## config.mk

```make
export PLATFORM = sky130hd
export DESIGN_NAME = cdb_arbiter_flat
export DESIGN_NICKNAME = d
export VERILOG_FILES = /design/src/rtl/cdb_arbiter_if.sv /design/src/rtl/cdb_arbiter.sv /design/src/flat_wrapper.sv
export SDC_FILE = /design/constraint.sdc
export NUM_CORES = 1
export LEC_CHECK = 0
export CORE_ASPECT_RATIO = 1.1
export CORE_MARGIN = 5
export CORE_UTILIZATION = 55
export DETAILED_ROUTE_END_ITERATION = 6
export PLACE_DENSITY = 0.79
export SYNTH_ARGS = -nofsm -noshare
export SYNTH_HDL_FRONTEND = slang
export SYNTH_SLANG_ARGS = --single-unit
```

## constraint.sdc

```tcl
create_clock -name clk_in -period 3.4 [get_ports clk_in]
set_clock_uncertainty 0.2 [all_clocks]
set_input_delay 0.68 -clock clk_in [delete_from_list [all_inputs] [get_ports clk_in]]
set_output_delay 0.68 -clock clk_in [all_outputs]
set_load 0.1 [all_outputs]
```

## src/rtl/cdb_arbiter_if.sv

```systemverilog
// rtl/cdb_arbiter_if.sv - writeback source handshakes and CDB broadcast bundle
interface cdb_arbiter_if #(
    parameter int ROB_WIDTH  = 4,
    parameter int DATA_WIDTH = 32
);
    logic                  src0_valid;
    logic [ROB_WIDTH-1:0]  src0_rob_index;
    logic [DATA_WIDTH-1:0] src0_value;
    logic                  src0_ready;
    logic                  src1_valid;
    logic [ROB_WIDTH-1:0]  src1_rob_index;
    logic [DATA_WIDTH-1:0] src1_value;
    logic                  src1_ready;
    logic                  src2_valid;
    logic [ROB_WIDTH-1:0]  src2_rob_index;
    logic [DATA_WIDTH-1:0] src2_value;
    logic                  src2_ready;
    logic                  cdb_valid;
    logic [ROB_WIDTH-1:0]  cdb_rob_index;
    logic [DATA_WIDTH-1:0] cdb_value;
    logic [1:0]            cdb_src;

    modport slave (
        input  src0_valid, src0_rob_index, src0_value,
        input  src1_valid, src1_rob_index, src1_value,
        input  src2_valid, src2_rob_index, src2_value,
        output src0_ready, src1_ready, src2_ready,
        output cdb_valid, cdb_rob_index, cdb_value, cdb_src
    );

    modport master (
        output src0_valid, src0_rob_index, src0_value,
        output src1_valid, src1_rob_index, src1_value,
        output src2_valid, src2_rob_index, src2_value,
        input  src0_ready, src1_ready, src2_ready,
        input  cdb_valid, cdb_rob_index, cdb_value, cdb_src
    );
endinterface

```

## src/rtl/cdb_arbiter.sv

```systemverilog
// rtl/cdb_arbiter.sv - three-source round-robin CDB arbiter with 2-entry FIFOs
module cdb_arbiter #(
    parameter int ROB_WIDTH  = 4,
    parameter int DATA_WIDTH = 32,
    parameter int BUF_DEPTH  = 2
) (
    input  logic         clk_in,
    input  logic         rst_in,
    input  logic         rdy_in,
    input  logic         clr_in,
    cdb_arbiter_if.slave bus
);
    localparam int NSRC = 3;

    logic [NSRC-1:0]       in_valid, in_ready, push, pop;
    logic [ROB_WIDTH-1:0]  in_rob [NSRC];
    logic [DATA_WIDTH-1:0] in_val [NSRC];

    logic [1:0]            cnt_q [NSRC];
    logic [1:0]            cnt_d [NSRC];
    logic [NSRC-1:0]       wp_q, rp_q;
    logic [ROB_WIDTH-1:0]  rob_mem_q [NSRC][2];
    logic [DATA_WIDTH-1:0] val_mem_q [NSRC][2];
    logic [1:0]            rr_last_q, rr_last_d;
    logic [1:0]            grant, cand;
    logic                  grant_vld;

    logic                  cdb_valid_q;
    logic [ROB_WIDTH-1:0]  cdb_rob_q;
    logic [DATA_WIDTH-1:0] cdb_val_q;
    logic [1:0]            cdb_src_q;

    assign in_valid  = {bus.src2_valid, bus.src1_valid, bus.src0_valid};
    assign in_rob[0] = bus.src0_rob_index;
    assign in_rob[1] = bus.src1_rob_index;
    assign in_rob[2] = bus.src2_rob_index;
    assign in_val[0] = bus.src0_value;
    assign in_val[1] = bus.src1_value;
    assign in_val[2] = bus.src2_value;

    assign bus.src0_ready    = in_ready[0];
    assign bus.src1_ready    = in_ready[1];
    assign bus.src2_ready    = in_ready[2];
    assign bus.cdb_valid     = cdb_valid_q;
    assign bus.cdb_rob_index = cdb_rob_q;
    assign bus.cdb_value     = cdb_val_q;
    assign bus.cdb_src       = cdb_src_q;

    function automatic logic [1:0] rr_next(input logic [1:0] idx);
        return (idx == 2'd2) ? 2'd0 : idx + 2'd1;
    endfunction

    // Ready looks only at registered counts so a pop this cycle never frees a slot early.
    always_comb begin
        for (int i = 0; i < NSRC; i++) begin
            in_ready[i] = rdy_in & ~clr_in & (cnt_q[i] < 2'(BUF_DEPTH));
        end
        push = in_valid & in_ready;
    end

    always_comb begin
        grant     = 2'd0;
        grant_vld = 1'b0;
        pop       = '0;
        cand      = rr_next(rr_last_q);
        for (int k = 0; k < NSRC; k++) begin
            if (!grant_vld && cnt_q[cand] != 2'd0) begin
                grant     = cand;
                grant_vld = 1'b1;
            end
            cand = rr_next(cand);
        end
        if (rdy_in && !clr_in && grant_vld) begin
            pop[grant] = 1'b1;
        end
        rr_last_d = (|pop) ? grant : rr_last_q;
        for (int i = 0; i < NSRC; i++) begin
            cnt_d[i] = cnt_q[i];
            if (push[i] && !pop[i]) begin
                cnt_d[i] = cnt_q[i] + 2'd1;
            end else if (pop[i] && !push[i]) begin
                cnt_d[i] = cnt_q[i] - 2'd1;
            end
        end
    end

    always_ff @(posedge clk_in or negedge rst_in) begin
        if (!rst_in) begin
            for (int i = 0; i < NSRC; i++) begin
                cnt_q[i]        <= 2'd0;
                rob_mem_q[i][0] <= '0;
                rob_mem_q[i][1] <= '0;
                val_mem_q[i][0] <= '0;
                val_mem_q[i][1] <= '0;
            end
            wp_q        <= '0;
            rp_q        <= '0;
            rr_last_q   <= 2'd2;
            cdb_valid_q <= 1'b0;
            cdb_rob_q   <= '0;
            cdb_val_q   <= '0;
            cdb_src_q   <= 2'd0;
        end else if (clr_in) begin
            for (int i = 0; i < NSRC; i++) begin
                cnt_q[i] <= 2'd0;
            end
            wp_q        <= '0;
            rp_q        <= '0;
            cdb_valid_q <= 1'b0;
        end else if (rdy_in) begin
            for (int i = 0; i < NSRC; i++) begin
                cnt_q[i] <= cnt_d[i];
                if (push[i]) begin
                    rob_mem_q[i][wp_q[i]] <= in_rob[i];
                    val_mem_q[i][wp_q[i]] <= in_val[i];
                    wp_q[i]               <= ~wp_q[i];
                end
                if (pop[i]) begin
                    rp_q[i] <= ~rp_q[i];
                end
            end
            rr_last_q   <= rr_last_d;
            cdb_valid_q <= grant_vld;
            if (grant_vld) begin
                cdb_rob_q <= rob_mem_q[grant][rp_q[grant]];
                cdb_val_q <= val_mem_q[grant][rp_q[grant]];
                cdb_src_q <= grant;
            end
        end
    end
endmodule

```

## src/flat_wrapper.sv

```systemverilog
// flat-port wrapper written by rule: the top's interface ports become plain ports
module cdb_arbiter_flat 
#(
    parameter int ROB_WIDTH  = 4,
    parameter int DATA_WIDTH = 32,
    parameter int BUF_DEPTH  = 2
)
  (clk_in, rst_in, rdy_in, clr_in, bus_src0_valid, bus_src0_rob_index, bus_src0_value, bus_src1_valid, bus_src1_rob_index, bus_src1_value, bus_src2_valid, bus_src2_rob_index, bus_src2_value, bus_src0_ready, bus_src1_ready, bus_src2_ready, bus_cdb_valid, bus_cdb_rob_index, bus_cdb_value, bus_cdb_src);
  cdb_arbiter_if #(.ROB_WIDTH(ROB_WIDTH), .DATA_WIDTH(DATA_WIDTH)) bus_i ();
  input  logic clk_in;
  input  logic rst_in;
  input  logic rdy_in;
  input  logic clr_in;
  input wire logic [$bits(bus_i.src0_valid)-1:0] bus_src0_valid;
  input wire logic [$bits(bus_i.src0_rob_index)-1:0] bus_src0_rob_index;
  input wire logic [$bits(bus_i.src0_value)-1:0] bus_src0_value;
  input wire logic [$bits(bus_i.src1_valid)-1:0] bus_src1_valid;
  input wire logic [$bits(bus_i.src1_rob_index)-1:0] bus_src1_rob_index;
  input wire logic [$bits(bus_i.src1_value)-1:0] bus_src1_value;
  input wire logic [$bits(bus_i.src2_valid)-1:0] bus_src2_valid;
  input wire logic [$bits(bus_i.src2_rob_index)-1:0] bus_src2_rob_index;
  input wire logic [$bits(bus_i.src2_value)-1:0] bus_src2_value;
  output wire logic [$bits(bus_i.src0_ready)-1:0] bus_src0_ready;
  output wire logic [$bits(bus_i.src1_ready)-1:0] bus_src1_ready;
  output wire logic [$bits(bus_i.src2_ready)-1:0] bus_src2_ready;
  output wire logic [$bits(bus_i.cdb_valid)-1:0] bus_cdb_valid;
  output wire logic [$bits(bus_i.cdb_rob_index)-1:0] bus_cdb_rob_index;
  output wire logic [$bits(bus_i.cdb_value)-1:0] bus_cdb_value;
  output wire logic [$bits(bus_i.cdb_src)-1:0] bus_cdb_src;
  assign bus_i.src0_valid = bus_src0_valid;
  assign bus_i.src0_rob_index = bus_src0_rob_index;
  assign bus_i.src0_value = bus_src0_value;
  assign bus_i.src1_valid = bus_src1_valid;
  assign bus_i.src1_rob_index = bus_src1_rob_index;
  assign bus_i.src1_value = bus_src1_value;
  assign bus_i.src2_valid = bus_src2_valid;
  assign bus_i.src2_rob_index = bus_src2_rob_index;
  assign bus_i.src2_value = bus_src2_value;
  assign bus_src0_ready = bus_i.src0_ready;
  assign bus_src1_ready = bus_i.src1_ready;
  assign bus_src2_ready = bus_i.src2_ready;
  assign bus_cdb_valid = bus_i.cdb_valid;
  assign bus_cdb_rob_index = bus_i.cdb_rob_index;
  assign bus_cdb_value = bus_i.cdb_value;
  assign bus_cdb_src = bus_i.cdb_src;
  cdb_arbiter #(.ROB_WIDTH(ROB_WIDTH), .DATA_WIDTH(DATA_WIDTH), .BUF_DEPTH(BUF_DEPTH)) u_core (.clk_in(clk_in), .rst_in(rst_in), .rdy_in(rdy_in), .clr_in(clr_in), .bus(bus_i));
endmodule
```

==> impl_metrics.csv <==
group,metric,value,unit
yosys,synth_top_area_cell,"dfrtp_1",
yosys,yosysWarnings,0,
yosys,seq_area_frac_synth,0.546,
grt,grt_antenna_before_repair,1,
power_and_ir_drop,p_seq_frac,0.384,
grt,grt_max_degree,86,
floorplanning,dieHeight,167,um
yosys,avgSynthCellArea,11.4,um2
place,gp_congestion,0.827,
floorplanning,dieArea,25500,um2
power_and_ir_drop,clkPwrFrac,0.231,
yosys,async_flop_share,1.00,
power_and_ir_drop,ir_drop,0.653,mV
power_and_ir_drop,p_int,0.00742,W
routing,drc,0,
routing,via_count,9487,
power_and_ir_drop,power.leakage,6.40,nW
layout,layout-drive-gt1-share,0.267,
routing,firstDrtPassIters,5,
critical_path,cp-end-kind,"register",
run_status,status,"completed",
critical_path,path_cells,"o41ai_4 > o221ai_4 > nor2_1 > a31o_4 > o211ai_1 > a31oi_1",
sta,hold_slack,0.277,ns
yosys,synth_cells,1083,
sta,rsz0062_at_grt,"no",
yosys,synth_flop_cell,"dfrtp_1",
power_and_ir_drop,power_density,824,nW/um2
place,dp_hpwl,20000,um
job,maxCapViolCount,0,
yosys,synth.most_common_cell,"dfrtp_1",
routing,totalWireLength,32800,um
critical_path,crit_path_start_kind,"register",
yosys,ys_top_cells_by_area,"dfrtp_1 54%, mux2_2 18%, a21oi_1 3.2%, o21ai_0 3.0%, a311o_1 2.8%",
layout,area_growth,22.9,%
sta,setup_viol,0,
layout,fill_cells,1609,
grt,grt-ovfl-total,0,
yosys,ys_types,42,
cts,h-tree-depth,1,
critical_path,crit_type,"reg -> reg",
cts,cts_setup_buffers,0,
yosys,syn-cell-area,12300,um2
sta,hold_viol,0,
layout,final_net_count,1334,
critical_path,arrival,3.42,ns
layout,final_area,15200,um2
sta,fmax,315,MHz
place,place_worst_setup_slack,0.282,ns
power_and_ir_drop,p_switching,0.00508,W
critical_path,path_buf_inv,0,
cts,cts_max_path_buffers,3,
routing,viasPerCell,6.19,
min_path,hp-class,"reg -> reg",
yosys,synth_top_area_frac,0.543,
power_and_ir_drop,comb_power_share,0.385,
grt,grt_use_total,0.253,
yosys,synth_nets,1198,
sta,final-max-slew-violation-count,0,
yosys,synth_common_cells,"268 x dfrtp_1, 194 x mux2_2, 89 x nor2_1",
sta,worst_slew_pin_slew,0.982,ns
grt,grt_pass1_vias,9828,
grt,grt_pass1_wl,53100,um
critical_path,crit_path_top_delay_cell,"a31o_4",
sta,period_share,0.933,
sta,period_minus_slack,3.17,ns
routing,drt_iter0_drc,628,
power_and_ir_drop,swShare,0.406,
floorplanning,die_x,153,um
place,dpl_cell_area,14300,um2
floorplanning,initial_core_util,0.558,
cts,clkSlewWorstSetupHoldPaths,0.06,ns
cts,cts.sinks,269,
critical_path,crit_fanout,72,
layout,n_antenna_cell,0,
yosys,synth_edf_count,0,
critical_path,cp.required,3.65,ns
cts,tritoncts,"built",
cts,cts_made_buffers,28,
layout,final_util,0.686,
routing,top_layer,"met5",
yosys,ys_ff_latch,269,
floorplanning,core,22100,um2
cts,cts_root_buffer,"clkbuf_16",
critical_path,cpPeakStageDelay,0.74,ns
critical_path,reg2reg_depth,6,
place,io_buffers,156,
routing,wl_met3,2490,um
routing,wl_met2,15800,um
critical_path,cp_top_family,"compound AO/OA/AOI/OAI gates",
routing,wl_per_cell,21.4,um
routing,met1_length,13800,um
sta,fin_ws,0.228,ns
floorplanning,row_count,57,
routing,drtAntennaViolNets,0,
sta,slew_headroom,0.345,
cts,clkLatencyLatePin,0.54,ns
min_path,worstHoldPathCells,2,
floorplanning,ios,157,
critical_path,crit_cells,6,
-- power groups by stage --
stage / Sequential (W) / Combinational, W / Clock [W]
after detailed placement: 0.00482 / 0.00480 / 0
after floorplan: 0.00627 / 0.00201 / 0
after global routing: 0.00490 / 0.00513 / 0.00305
after global placement: 0.00477 / 0.00470 / 0
final: 0.00480 / 0.00481 / 0.00289
after CTS: 0.00478 / 0.00483 / 0.00292
-- flip-flops by register name, summed over array words and instances (netlist names) --
name / flops
u_core.bus.cdb_valid: 1
u_core.bus.cdb_src: 2
u_core.rp_q: 3
u_core.rr_last_q: 2
u_core.cnt_q: 6
u_core.val_mem_q: 192
u_core.wp_q: 3
u_core.bus.cdb_value: 32
u_core.bus.cdb_rob_index: 4
u_core.rob_mem_q: 24
-- worst register-to-register path: cells and delay by family, from the launching register on --
family / cells / cell delay, ns
AOI/OAI and AO/OA: 5 / 2.16
DFF: 1 / 0.47
and+or+nand+nor: 1 / 0.26
-- per-layer routing --
layer | vias to the layer above | track usage
met5 | - | 0
met4 | 2 | 0.0639
met3 | 53 | 0.0431
met2 | 397 | 0.421
met1 | 4835 | 0.351
li1 | 4200 | -
-- cell type report --
class / count / area (um2) / share of cell area
multi-input combinational: 728 / 5310 / 0.350
clock inverter: 7 / 66.3 / 0.00437
timing repair buffer: 192 / 1900 / 0.125
tap: 295 / 369 / 0.0243
sequential: 269 / 6730 / 0.444
clock buffer: 42 / 785 / 0.0517
-- kinds of logic (layout without fill, tap and decap cells) --
family                    count (synthesis)  after routing  synth area share
and+or+nand+nor                         232            232            0.0797
buffers and inverters                    86            241            0.0317
DFF                                     269            269             0.546
xor gates and xnor gates                  9              9           0.00639
muxes                                   216            216             0.197
AOI/OAI and AO/OA                       271            271             0.140
-- final timing paths --
check / start / endpoint / slack [ns]
worst min register to register: u_core.bus.cdb_valid / u_core.bus.cdb_valid / 0.28
worst max-delay path: u_core.cnt_q[5] / u_core.bus.cdb_value[25] / 0.23
worst max register to register: u_core.cnt_q[5] / u_core.bus.cdb_value[25] / 0.23
max in group asynchronous: rst_in / u_core.val_mem_q[4] / 1.68
worst min-delay path: u_core.bus.cdb_valid / u_core.bus.cdb_valid / 0.28
min in group asynchronous: rst_in / u_core.bus.cdb_src[0] / 0.54
-- layout by cell type (no fill, tap or decap), types with 2 or more instances in the layout --
cell type	netlist	final
nor2_1	89	88
clkbuf_1	48	12
nand2_2	0	3
nor3b_1	3	3
clkdlybuf4s50_1	0	113
xnor2_1	6	6
or2_2	2	2
mux2_1	22	22
buf_12	0	13
xor2_1	3	3
mux2_2	194	194
a21oi_1	80	78
o21ai_0	73	73
nand4_1	2	2
clkbuf_16	0	29
a31oi_1	36	36
nor2b_4	0	3
and2_0	2	2
a311o_1	35	35
nand2_1	84	81
o211ai_1	36	36
clkinv_2	0	5
dfrtp_1	268	268
nand3_1	37	37
buf_4	0	64
a21oi_4	0	2
-- repair_timing --
action                     CTS  global route
hold endpoints to repair    78             0
setup endpoints to repair    0             1
gates resized for setup      0             1
hold buffers                 1             0
-- metrics by stage --
step | total power (W) | instances | setup TNS, ns
after CTS | 0.0125 | 1533 | 0
after global routing | 0.0131 | 1533 | 0
after floorplan | 0.00829 | 1083 | -31.57
after global placement | 0.00948 | 1483 | 0
final | 0.0125 | 1533 | 0
after detailed placement | 0.00961 | 1483 | 0
(Power assumes the default switching activity.)
